$ cat config.mk
export PLATFORM = sky130hd
export DESIGN_NAME = millisec_pulse_meter
export DESIGN_NICKNAME = d
export VERILOG_FILES = /design/src/rtl/millisec_pulse_meter.sv
export SDC_FILE = /design/constraint.sdc
export NUM_CORES = 1
export LEC_CHECK = 0
export ABC_AREA = 1
export CAP_MARGIN = 20
export CORE_ASPECT_RATIO = 1.5
export CORE_MARGIN = 8
export CORE_UTILIZATION = 35
export CTS_CLUSTER_SIZE = 28
export DETAILED_ROUTE_END_ITERATION = 10
export DONT_BUFFER_PORTS = 1
export GPL_TIMING_DRIVEN = 0
export PLACE_DENSITY = 0.47
export SETUP_SLACK_MARGIN = 0.3
export SYNTH_ARGS = -nofsm -noshare
export SYNTH_HDL_FRONTEND = slang
export SYNTH_SLANG_ARGS = --single-unit
$ cat constraint.sdc
create_clock -name iCLOCK50 -period 3.85 [get_ports iCLOCK50]
set_clock_uncertainty 0.15 [all_clocks]
set_input_delay 0.385 -clock iCLOCK50 [delete_from_list [all_inputs] [get_ports iCLOCK50]]
set_output_delay 0.385 -clock iCLOCK50 [all_outputs]
set_load 0.005 [all_outputs]
$ cat src/rtl/millisec_pulse_meter.sv
// Measures the synchronised high time of iPULSE and reports it in whole milliseconds (saturating).
// Busy 3 clocks after the input rises; oVALID strobes one clock after the falling edge is seen.
module millisec_pulse_meter #(
  parameter int CYCLES_PER_MS = 50000,
  parameter int COUNT_WIDTH   = 8
) (
  input  logic                   iCLOCK50,
  input  logic                   iRST,
  input  logic                   iENABLE,
  input  logic                   iPULSE,
  output logic [COUNT_WIDTH-1:0] oMILLISEC_COUNT,
  output logic                   oVALID,
  output logic                   oOVERFLOW,
  output logic                   oBUSY
);

  localparam int SUB_W = (CYCLES_PER_MS > 1) ? $clog2(CYCLES_PER_MS) : 1;
  localparam logic [SUB_W-1:0] SUB_LAST = SUB_W'(CYCLES_PER_MS - 1);

  typedef enum logic [1:0] {
    IDLE    = 2'd0,
    MEASURE = 2'd1,
    DONE    = 2'd2
  } state_t;

  state_t                 r_state;
  state_t                 w_state_nxt;
  logic                   r_sync1;
  logic                   r_sync2;
  logic                   r_s_d;
  logic [SUB_W-1:0]       r_sub;
  logic [COUNT_WIDTH-1:0] r_ms;
  logic                   r_ovf;
  logic [COUNT_WIDTH-1:0] r_count;
  logic                   r_count_ovf;
  logic                   w_rise;
  logic                   w_fall;
  logic                   w_start;
  logic                   w_count_en;
  logic                   w_finish;

  assign w_rise = r_sync2 & ~r_s_d;
  assign w_fall = ~r_sync2 & r_s_d;

  always_ff @(posedge iCLOCK50 or posedge iRST) begin
    if (iRST) begin
      r_sync1 <= 1'b0;
      r_sync2 <= 1'b0;
      r_s_d   <= 1'b0;
    end else begin
      r_sync1 <= iPULSE;
      r_sync2 <= r_sync1;
      r_s_d   <= r_sync2;
    end
  end

  always_ff @(posedge iCLOCK50 or posedge iRST) begin
    if (iRST) begin
      r_state <= IDLE;
    end else begin
      r_state <= w_state_nxt;
    end
  end

  // Abort on iENABLE low outranks a coincident fall, so no result is published.
  always_comb begin
    w_state_nxt = r_state;
    w_start     = 1'b0;
    w_count_en  = 1'b0;
    w_finish    = 1'b0;
    case (r_state)
      IDLE: begin
        if (w_rise && iENABLE) begin
          w_state_nxt = MEASURE;
          w_start     = 1'b1;
        end
      end
      MEASURE: begin
        if (!iENABLE) begin
          w_state_nxt = IDLE;
        end else if (w_fall) begin
          w_state_nxt = DONE;
          w_finish    = 1'b1;
        end else if (r_sync2) begin
          w_count_en  = 1'b1;
        end
      end
      DONE: begin
        w_state_nxt = IDLE;
      end
      default: begin
        w_state_nxt = IDLE;
      end
    endcase
  end

  // The rise cycle itself is the first high cycle, hence sub starts at 1.
  always_ff @(posedge iCLOCK50 or posedge iRST) begin
    if (iRST) begin
      r_sub <= '0;
      r_ms  <= '0;
      r_ovf <= 1'b0;
    end else if (w_start) begin
      r_sub <= SUB_W'(1);
      r_ms  <= '0;
      r_ovf <= 1'b0;
    end else if (w_count_en) begin
      if (r_sub == SUB_LAST) begin
        r_sub <= '0;
        if (&r_ms) begin
          r_ovf <= 1'b1;
        end else begin
          r_ms <= r_ms + COUNT_WIDTH'(1);
        end
      end else begin
        r_sub <= r_sub + SUB_W'(1);
      end
    end
  end

  // Results are loaded on entry to DONE so they are stable while oVALID is high.
  always_ff @(posedge iCLOCK50 or posedge iRST) begin
    if (iRST) begin
      r_count     <= '0;
      r_count_ovf <= 1'b0;
    end else if (w_finish) begin
      r_count     <= r_ms;
      r_count_ovf <= r_ovf;
    end
  end

  assign oMILLISEC_COUNT = r_count;
  assign oOVERFLOW       = r_count_ovf;
  assign oVALID          = (r_state == DONE);
  assign oBUSY           = (r_state == MEASURE);

endmodule
==> metrics.txt <==
# TYPE chip_impl_metric gauge
chip_impl_metric{name="worst_setup_slack_after_layout",unit="ns"} 1.94
chip_impl_metric{name="avgRoutedWirePerCell",unit="um"} 13.2
chip_impl_metric{name="design.final.nets",unit=""} 291
chip_impl_metric{name="finalSetupViolations",unit=""} 0
chip_impl_metric{name="grt_usage",unit="%"} 11.8
chip_impl_metric{name="reg2regPathDepth",unit=""} 8
chip_impl_metric{name="detail_route.iter0.violations",unit=""} 71
chip_impl_metric{name="ys_ff_latch",unit=""} 39
chip_impl_metric{name="post-place-cells",unit=""} 349
chip_impl_metric{name="crit_arrival",unit="ns"} 1.95
chip_impl_metric{name="drt_pass1_iterations",unit=""} 4
chip_impl_metric{name="dp_hpwl",unit="um"} 3480
chip_impl_metric{name="initial_core_util",unit="%"} 36.1
chip_impl_metric{name="pwr_density_cell",unit="mW/mm^2"} 469
chip_impl_metric{name="drc",unit=""} 0
chip_impl_metric{name="synth_top_area_share",unit="%"} 46.7
chip_impl_metric{name="floorplan.core_area",unit="sq mm"} 0.00579
chip_impl_metric{name="number_of_fillers_in_the_final_layout",unit=""} 632
chip_impl_metric{name="worst_setup_hold_path_clk_slew",unit="ns"} 0.08
chip_impl_metric{name="synth-warning-count",unit=""} 0
chip_impl_metric{name="synth_edf_count",unit=""} 0
chip_impl_metric{name="largest_incremental_delay_on_the_critical_path",unit="ns"} 0.39
chip_impl_metric{name="required",unit="ns"} 3.89
chip_impl_metric{name="die_x",unit="um"} 79.1
chip_impl_metric{name="p_int",unit="W"} 0.000791
chip_impl_metric{name="num_vias",unit=""} 1729
chip_impl_metric{name="power.switching_fraction",unit="%"} 27.4
chip_impl_metric{name="ys_async_sr_fraction",unit="%"} 100
chip_impl_metric{name="timing_worst_slew_pin_value",unit="ns"} 0.846
chip_impl_metric{name="n_antenna_cell",unit=""} 0
chip_impl_metric{name="grt-ovfl-total",unit=""} 0
chip_impl_metric{name="die_area",unit="sq mm"} 0.00875
chip_impl_metric{name="tritoncts.num_buffers",unit=""} 5
chip_impl_info{name="outcome",value="complete, but fails checks"} 1
chip_impl_metric{name="synth.net_count",unit=""} 283
chip_impl_metric{name="worst-path-stages",unit=""} 8
chip_impl_metric{name="route.antenna.remaining_nets",unit=""} 0
chip_impl_metric{name="floorplan.die.height",unit="um"} 111
chip_impl_metric{name="final_routed_wirelength",unit="um"} 4740
chip_impl_metric{name="regArea",unit="sq um"} 976
chip_impl_metric{name="hold_slack",unit="ns"} -0.0162
chip_impl_info{name="path_cells",value="ha_1 > nand3_1 > inv_1 > nand2_1 > nor2_1 > nand3_1 > o21ai_0 > nor2_1"} 1
chip_impl_metric{name="syn_area_per_cell",unit="sq um"} 7.55
chip_impl_metric{name="netlist_instances",unit=""} 277
chip_impl_metric{name="ctsHtreeMaxLevel",unit=""} 2
chip_impl_metric{name="gpl.final_weighted_congestion",unit=""} 0.794
chip_impl_metric{name="worst_rel_slew_slack",unit="%"} 43.5
chip_impl_metric{name="buffer_levels_on_the_longest_clock_path",unit=""} 2
chip_impl_info{name="hp-class",value="primary input to asynchronous set/reset pin"} 1
chip_impl_metric{name="setup_tns",unit="ns"} 0
chip_impl_metric{name="grt_max_degree",unit=""} 40
chip_impl_metric{name="timing_hold_violations_final",unit=""} 16
chip_impl_metric{name="pin_count",unit=""} 15
chip_impl_info{name="yosys-top-cells-count",value="sky130_fd_sc_hd__nand2_1, sky130_fd_sc_hd__nor2_1, sky130_fd_sc_hd__dfrtp_1, sky130_fd_sc_hd__inv_1, sky130_fd_sc_hd__nand3_1"} 1
chip_impl_metric{name="sequentialPowerShare",unit="%"} 48.5
chip_impl_metric{name="combined_area_of_the_multi_input_logic_cells",unit="sq um"} 946
chip_impl_metric{name="via_density",unit=""} 4.83
chip_impl_metric{name="power.leakage",unit="nW"} 1.15
chip_impl_info{name="root_buffer",value="sky130_fd_sc_hd__clkbuf_8"} 1
chip_impl_metric{name="fmaxAchievable",unit="GHz"} 0.523
chip_impl_info{name="failed_checks",value="negative hold slack"} 1
chip_impl_metric{name="net-switching-power",unit="W"} 0.000299
chip_impl_info{name="critical_path_class",value="flip-flop to flip-flop"} 1
chip_impl_metric{name="finish.cell_count_without_fillers",unit=""} 358
chip_impl_info{name="critPathTopFamily",value="simple AND/OR/NAND/NOR gates"} 1
chip_impl_metric{name="numClockSinks",unit=""} 39
chip_impl_metric{name="max-vdd-ir-drop",unit="V"} 0.000178
chip_impl_metric{name="number_of_global_route_vias_before_repair",unit=""} 1714
chip_impl_metric{name="timing.final.max_slew_violations",unit=""} 0
chip_impl_info{name="cp-start-kind",value="flip-flop"} 1
chip_impl_metric{name="area_delta_synth_final",unit="%"} 11.1
chip_impl_metric{name="comb_power_share",unit="%"} 14.1
chip_impl_metric{name="post_cts_resize_count",unit=""} 0
chip_impl_info{name="dominantRegCellSynth",value="sky130_fd_sc_hd__dfrtp_1"} 1
chip_impl_info{name="ys_top_cells_by_area",value="sky130_fd_sc_hd__dfrtp_1, sky130_fd_sc_hd__nand2_1, sky130_fd_sc_hd__nor2_1, sky130_fd_sc_hd__inv_1, sky130_fd_sc_hd__nand3_1"} 1
chip_impl_metric{name="worstSkewPairLatency",unit="ns"} 0.29
chip_impl_metric{name="yosysUniqueCellTypes",unit=""} 25
chip_impl_metric{name="power.clock.fraction",unit="%"} 37.4
chip_impl_metric{name="rows",unit=""} 34
chip_impl_info{name="rsz0062_at_grt",value="false"} 1
chip_impl_info{name="critPathSlowestCell",value="sky130_fd_sc_hd__dfrtp_1"} 1
chip_impl_metric{name="synth-seq-area-share",unit="%"} 46.7
chip_impl_metric{name="antenna_found_initial",unit=""} 0
chip_impl_metric{name="critical_path.max_fanout",unit=""} 6
chip_impl_metric{name="count_of_input_and_output_buffers",unit=""} 0
chip_impl_info{name="cts_tree",value="yes"} 1
chip_impl_metric{name="grt_first_pass_wirelength",unit="um"} 8230
chip_impl_metric{name="placement.setup.worst_slack",unit="ns"} 1.98
chip_impl_metric{name="timing.critical_path.buf_inv",unit=""} 1
chip_impl_info{name="type_of_element_capturing_the_critical_path",value="flip-flop"} 1
chip_impl_metric{name="drive_gt1_share",unit="%"} 7.34
chip_impl_metric{name="syn_area",unit="sq mm"} 0.00209
chip_impl_metric{name="fin_crit",unit="ns"} 1.91
chip_impl_info{name="synth_top_area_cell",value="sky130_fd_sc_hd__dfrtp_1"} 1
chip_impl_metric{name="max_cap_viol_count",unit=""} 0
chip_impl_info{name="yosysMostFrequentCell",value="sky130_fd_sc_hd__nand2_1"} 1
chip_impl_metric{name="min_period_over_period",unit="%"} 49.6
cell usage in the layout (no fill, tap or decap), types with 5 or more instances in the layout:
master	n
sky130_fd_sc_hd__clkbuf_8	5
sky130_fd_sc_hd__nand2_1	70
sky130_fd_sc_hd__nor2_1	50
sky130_fd_sc_hd__inv_1	38
sky130_fd_sc_hd__a21oi_1	12
sky130_fd_sc_hd__nand4_1	9
sky130_fd_sc_hd__o21ai_0	8
sky130_fd_sc_hd__nor3_1	5
sky130_fd_sc_hd__dfrtp_1	39
sky130_fd_sc_hd__nand3_1	20
repair_timing:
item | CTS | global route
hold buffers | 1 | 0
buffers inserted | 0 | 0
endpoints found under the setup margin | 0 | 0
hold endpoints to repair | 1 | 0
path summary, 6_finish.rpt:
path                       startpoint          to  slack, ns
max                          r_sub[0]   r_sub[10]       1.94
min                              iRST     r_sync1      -0.02
max reg2reg                  r_sub[0]   r_sub[10]       1.94
min reg2reg                   r_sync1     r_sync2       0.20
max in group asynchronous        iRST     r_ms[0]       3.02
min in group iCLOCK50         iENABLE  r_state[0]       0.08
registers in the layout, summed over array words and instances, names as in the netlist:
name             cells
r_state              2
r_sub               16
r_sync1              1
r_sync2              1
r_ms                 8
r_s_d                1
oMILLISEC_COUNT      8
r_ovf                1
oOVERFLOW            1
power groups by stage:
stage	logic, W	clock network [W]	registers [W]
floorplan	0.000129	0	0.000523
global placement	0.000154	0	0.000539
detailed placement	0.000157	0	0.000540
CTS	0.000158	0.000420	0.000532
global route	0.000187	0.000435	0.000541
finish	0.000154	0.000407	0.000529
kinds of logic (layout without fill, tap and decap cells):
group / count (synthesis) / after routing / synth area share (%)
AOI/OAI and AO/OA: 25 / 25 / 6.40
xor gates and xnor gates: 2 / 2 / 0.838
adders and majority gates: 2 / 2 / 1.20
buffers and inverters: 41 / 50 / 8.08
DFF: 39 / 39 / 46.7
muxes: 2 / 2 / 1.08
and+or+nand+nor: 166 / 166 / 35.7
metal layers:
metal	vias up	global-route usage [%]	part of all wire [%]
met3	5	2.76	3.0
li1	891	-	-
met5	-	0	0
met2	16	21.5	55
met1	817	12.4	40
met4	0	4.47	1.8
worst register-to-register path: cells and delay by family, from the launching register on:
kind	cells	cell delay (ns)
and+or+nand+nor	5	0.75
DFF	1	0.39
adders and majority gates	1	0.21
AOI/OAI and AO/OA	1	0.18
buffers and inverters	1	0.12
cell type report:
| class | count | area share, % |
|---|---|---|
| tap | 72 | 3.88 |
| clock inverter | 2 | 2.58 |
| timing repair buffer | 1 | 0.431 |
| buffer | 2 | 0.969 |
| clock buffer | 6 | 3.12 |
| sequential | 39 | 42.0 |
| inverter | 39 | 6.30 |
| multi-input combinational | 197 | 40.7 |
stage by stage:
| step | utilization (%) | power [W] | cell area, sq um | hold WS (ns) |
|---|---|---|---|---|
| floorplan | - | 0.000652 | 2090 | 0.181 |
| global placement | 37.7 | 0.000693 | 2180 | 0.184 |
| detailed placement | 37.7 | 0.000696 | 2180 | 0.186 |
| CTS | 40.2 | 0.00111 | 2320 | 0.0251 |
| global route | 40.2 | 0.00116 | 2320 | 0.0551 |
| finish | 40.2 | 0.00109 | 2320 | -0.0162 |
No activity file was read; power rests on OpenSTA's default activity.
==> RTL change (config.mk and constraints unchanged) <==
The 3 states of `state_t` get a one-hot encoding in 3 bits.
--- a/src/rtl/millisec_pulse_meter.sv
+++ b/src/rtl/millisec_pulse_meter.sv
@@ -17,10 +17,10 @@
   localparam int SUB_W = (CYCLES_PER_MS > 1) ? $clog2(CYCLES_PER_MS) : 1;
   localparam logic [SUB_W-1:0] SUB_LAST = SUB_W'(CYCLES_PER_MS - 1);
 
-  typedef enum logic [1:0] {
-    IDLE    = 2'd0,
-    MEASURE = 2'd1,
-    DONE    = 2'd2
+  typedef enum logic [2:0] {
+    IDLE    = 3'b001,
+    MEASURE = 3'b010,
+    DONE    = 3'b100
   } state_t;
 
   state_t                 r_state;
Behaviour: no difference found for any inputs over 10 cycles, from zero or initial values and one cycle with iRST high; not proved beyond that.
==> RTL change against the unedited design <==
Die area up 2.7%; utilization about the same; area after synthesis up 3.2%; worst setup slack better by 9.6 ps; count of clock-buffer cells in the layout down 1; hold slack better by 160 ps; routed wire length up 3.7%; final area up 4.5%; maximum frequency up 0.51%; sequential cell count up 1; power up 23%; global-route usage up 0.33 points; largest power group unchanged.
==> RTL change: results (changes against the unedited design) <==
* Status: finished clean (was finished with violations)
* Peak supply drop at 0.000356 V (was 0.000178 V)
* CTS H-tree depth at 2 (unchanged)
* Main synth FF type: dfrtp_1 (unchanged)
* Fill cells at 639 (was 632)
* Sw Share at 32.9% (was 27.4%)
* Initial antenna violation count at 0 (unchanged)
* Largest register FFs at 16 (unchanged)
* Yosys warns at 0 (unchanged)
* Placer Congestion at 0.791 (was 0.794)
* # diodes at 0 (unchanged)
* Clock Tree Buf Depth at 2 (unchanged)
* CP max stage cell: dfrtp_1 (unchanged)
* Drt pass-1 iters at 6 (was 4)
* Final hold violations at 0 (was 16)
* Share of cells above drive strength 1 at 10.8% (was 7.34%)
* Post-cts resize count at 0 (unchanged)
* Synth Net Count at 282 (was 283)
* Commonest cells post-synth: nand2_1, nor2_1, dfrtp_1 (was nand2_1, nor2_1, dfrtp_1, inv_1, nand3_1)
* Average wire per standard cell at 13.7 um (was 13.2 um)
* First-iteration detailed-routing DRC count at 98 (was 71)
* Final nets at 292 (was 291)
* Vias at 1,706 (was 1,729)
* Crit path max fanout at 10 (was 6)
* Worst path top cell family by delay: simple AND/OR/NAND/NOR gates (unchanged)
* Port Buf Inserts at 0 (unchanged)
* Leakage at 1.17 nW (was 1.15 nW)
* CP max stage delay at ~400 ps
* Dpl hpwl at 3740 um (was 3480 um)
* Netlist cell types at 32 (was 25)
* Asr flop ratio synth at 100% (unchanged)
* Total GRT Usage at 12.1% (was 11.8%)
* Power Density at 553 nW/um^2 (was 469 nW/um^2)
* Critical path data arrival time at 1980 ps (was 1950 ps)
* Skew-Pair Late Insertion Delay at 290 ps (about the same)
* Clock-pin slew on the worst setup and hold paths at 80 ps (about the same)
* Worst Hold Class: in -> reg (was in -> async)
* First-pass GRT wire length at 8550 um (was 8230 um)
* Measured slew at the worst slew-check pin at 461 ps (was 846 ps)
* Register area share after synthesis at 46.4% (was 46.7%)
* Largest net degree at the start of global routing at 24 (was 40)
* Total CTS buffers at 5 (unchanged)
* Largest Register: r_sub (unchanged)
* Root Buffer: clkbuf_8 (unchanged)
* ANT nets after route at 0 (unchanged)
* Top post-synthesis cells by area: dfrtp_1, nand2_1, nor2_1 (unchanged)
[RTL change: path summary, 6_finish.rpt]
kind | end | cells past startpoint | slack [ps] | startpoint
max | r_ms[3] | 8 | 1950 | r_sub[0]
min | r_state[1] | 2 | 150 | iENABLE
max reg2reg | r_ms[3] | 8 | 1950 | r_sub[0]
min reg2reg | r_sync2 | 0 | 200 | r_sync1
max in group asynchronous | r_state[0] | 3 | 2610 | iRST
min in group asynchronous | r_sub[10] | 2 | 410 | iRST
[RTL change: cell type report]
class | count | area share [%]
repair buffers | 3 | 1.96
well taps | 74 | 3.81
plain buffers | 3 | 1.49
clock buffers | 5 | 2.84
inverters | 37 | 5.72
flip-flops and latches | 40 | 41.3
clock inverters | 2 | 2.47
multi-input cells | 196 | 40.4
[RTL change: worst register-to-register path: cells and delay by family, from the launching register on]
kind                       cells  cell delay, ps
AOI/OAI and AO/OA              1             180
adders and majority gates      1             280
buffers and inverters          1             270
DFF                            1             400
and+or+nand+nor                5             560
[RTL change: logic make-up (layout without fill, tap and decap cells)]
group	Yosys count	count (layout)	synth area share, %
buffers and inverters	40	50	8.12
adder cells (fa/ha/maj)	2	2	1.16
AND/OR/NAND/NOR	165	165	36.6
AO/OA/AOI/OAI	25	25	6.09
flip-flops	40	40	46.4
XOR/XNOR	4	4	1.62
[RTL change: repair_timing]
item                                   4_1_cts  5_1_grt
endpoints found under the hold margin       18        0
buffers inserted                             0        0
hold buffers                                 2        0
[RTL change: per-layer routing]
metal  vias to the layer above  wire (um)  share of wire, %  global-route usage (%)
met5                         -          0                 0                       0
met4                         0         86               1.7                    4.76
met3                         5        144               2.9                    2.64
met2                        19       2720                55                    21.7
met1                       794       1970                40                    13.2
li1                        888          -                 -                       -
[RTL change: power groups by stage]
stage               clock (mW)  combinational (mW)  sequential (mW)
floorplan                    0               0.250            0.613
global placement             0               0.288            0.654
detailed placement           0               0.299            0.650
CTS                      0.418               0.301            0.647
global route             0.434               0.344            0.663
finish                   0.404               0.294            0.643
[RTL change: per-stage QoR]
| stage | setup WS, ps | area [sq um] | std cells | power, mW |
|---|---|---|---|---|
| after CTS | 1940 | 2430 | 360 | 1.37 |
| final | 1950 | 2430 | 360 | 1.34 |
| after global routing | 1770 | 2430 | 360 | 1.44 |
| after detailed placement | 1960 | 2280 | 351 | 0.950 |
| after global placement | 1800 | 2250 | 350 | 0.942 |
| after floorplan | 2260 | 2160 | 276 | 0.863 |
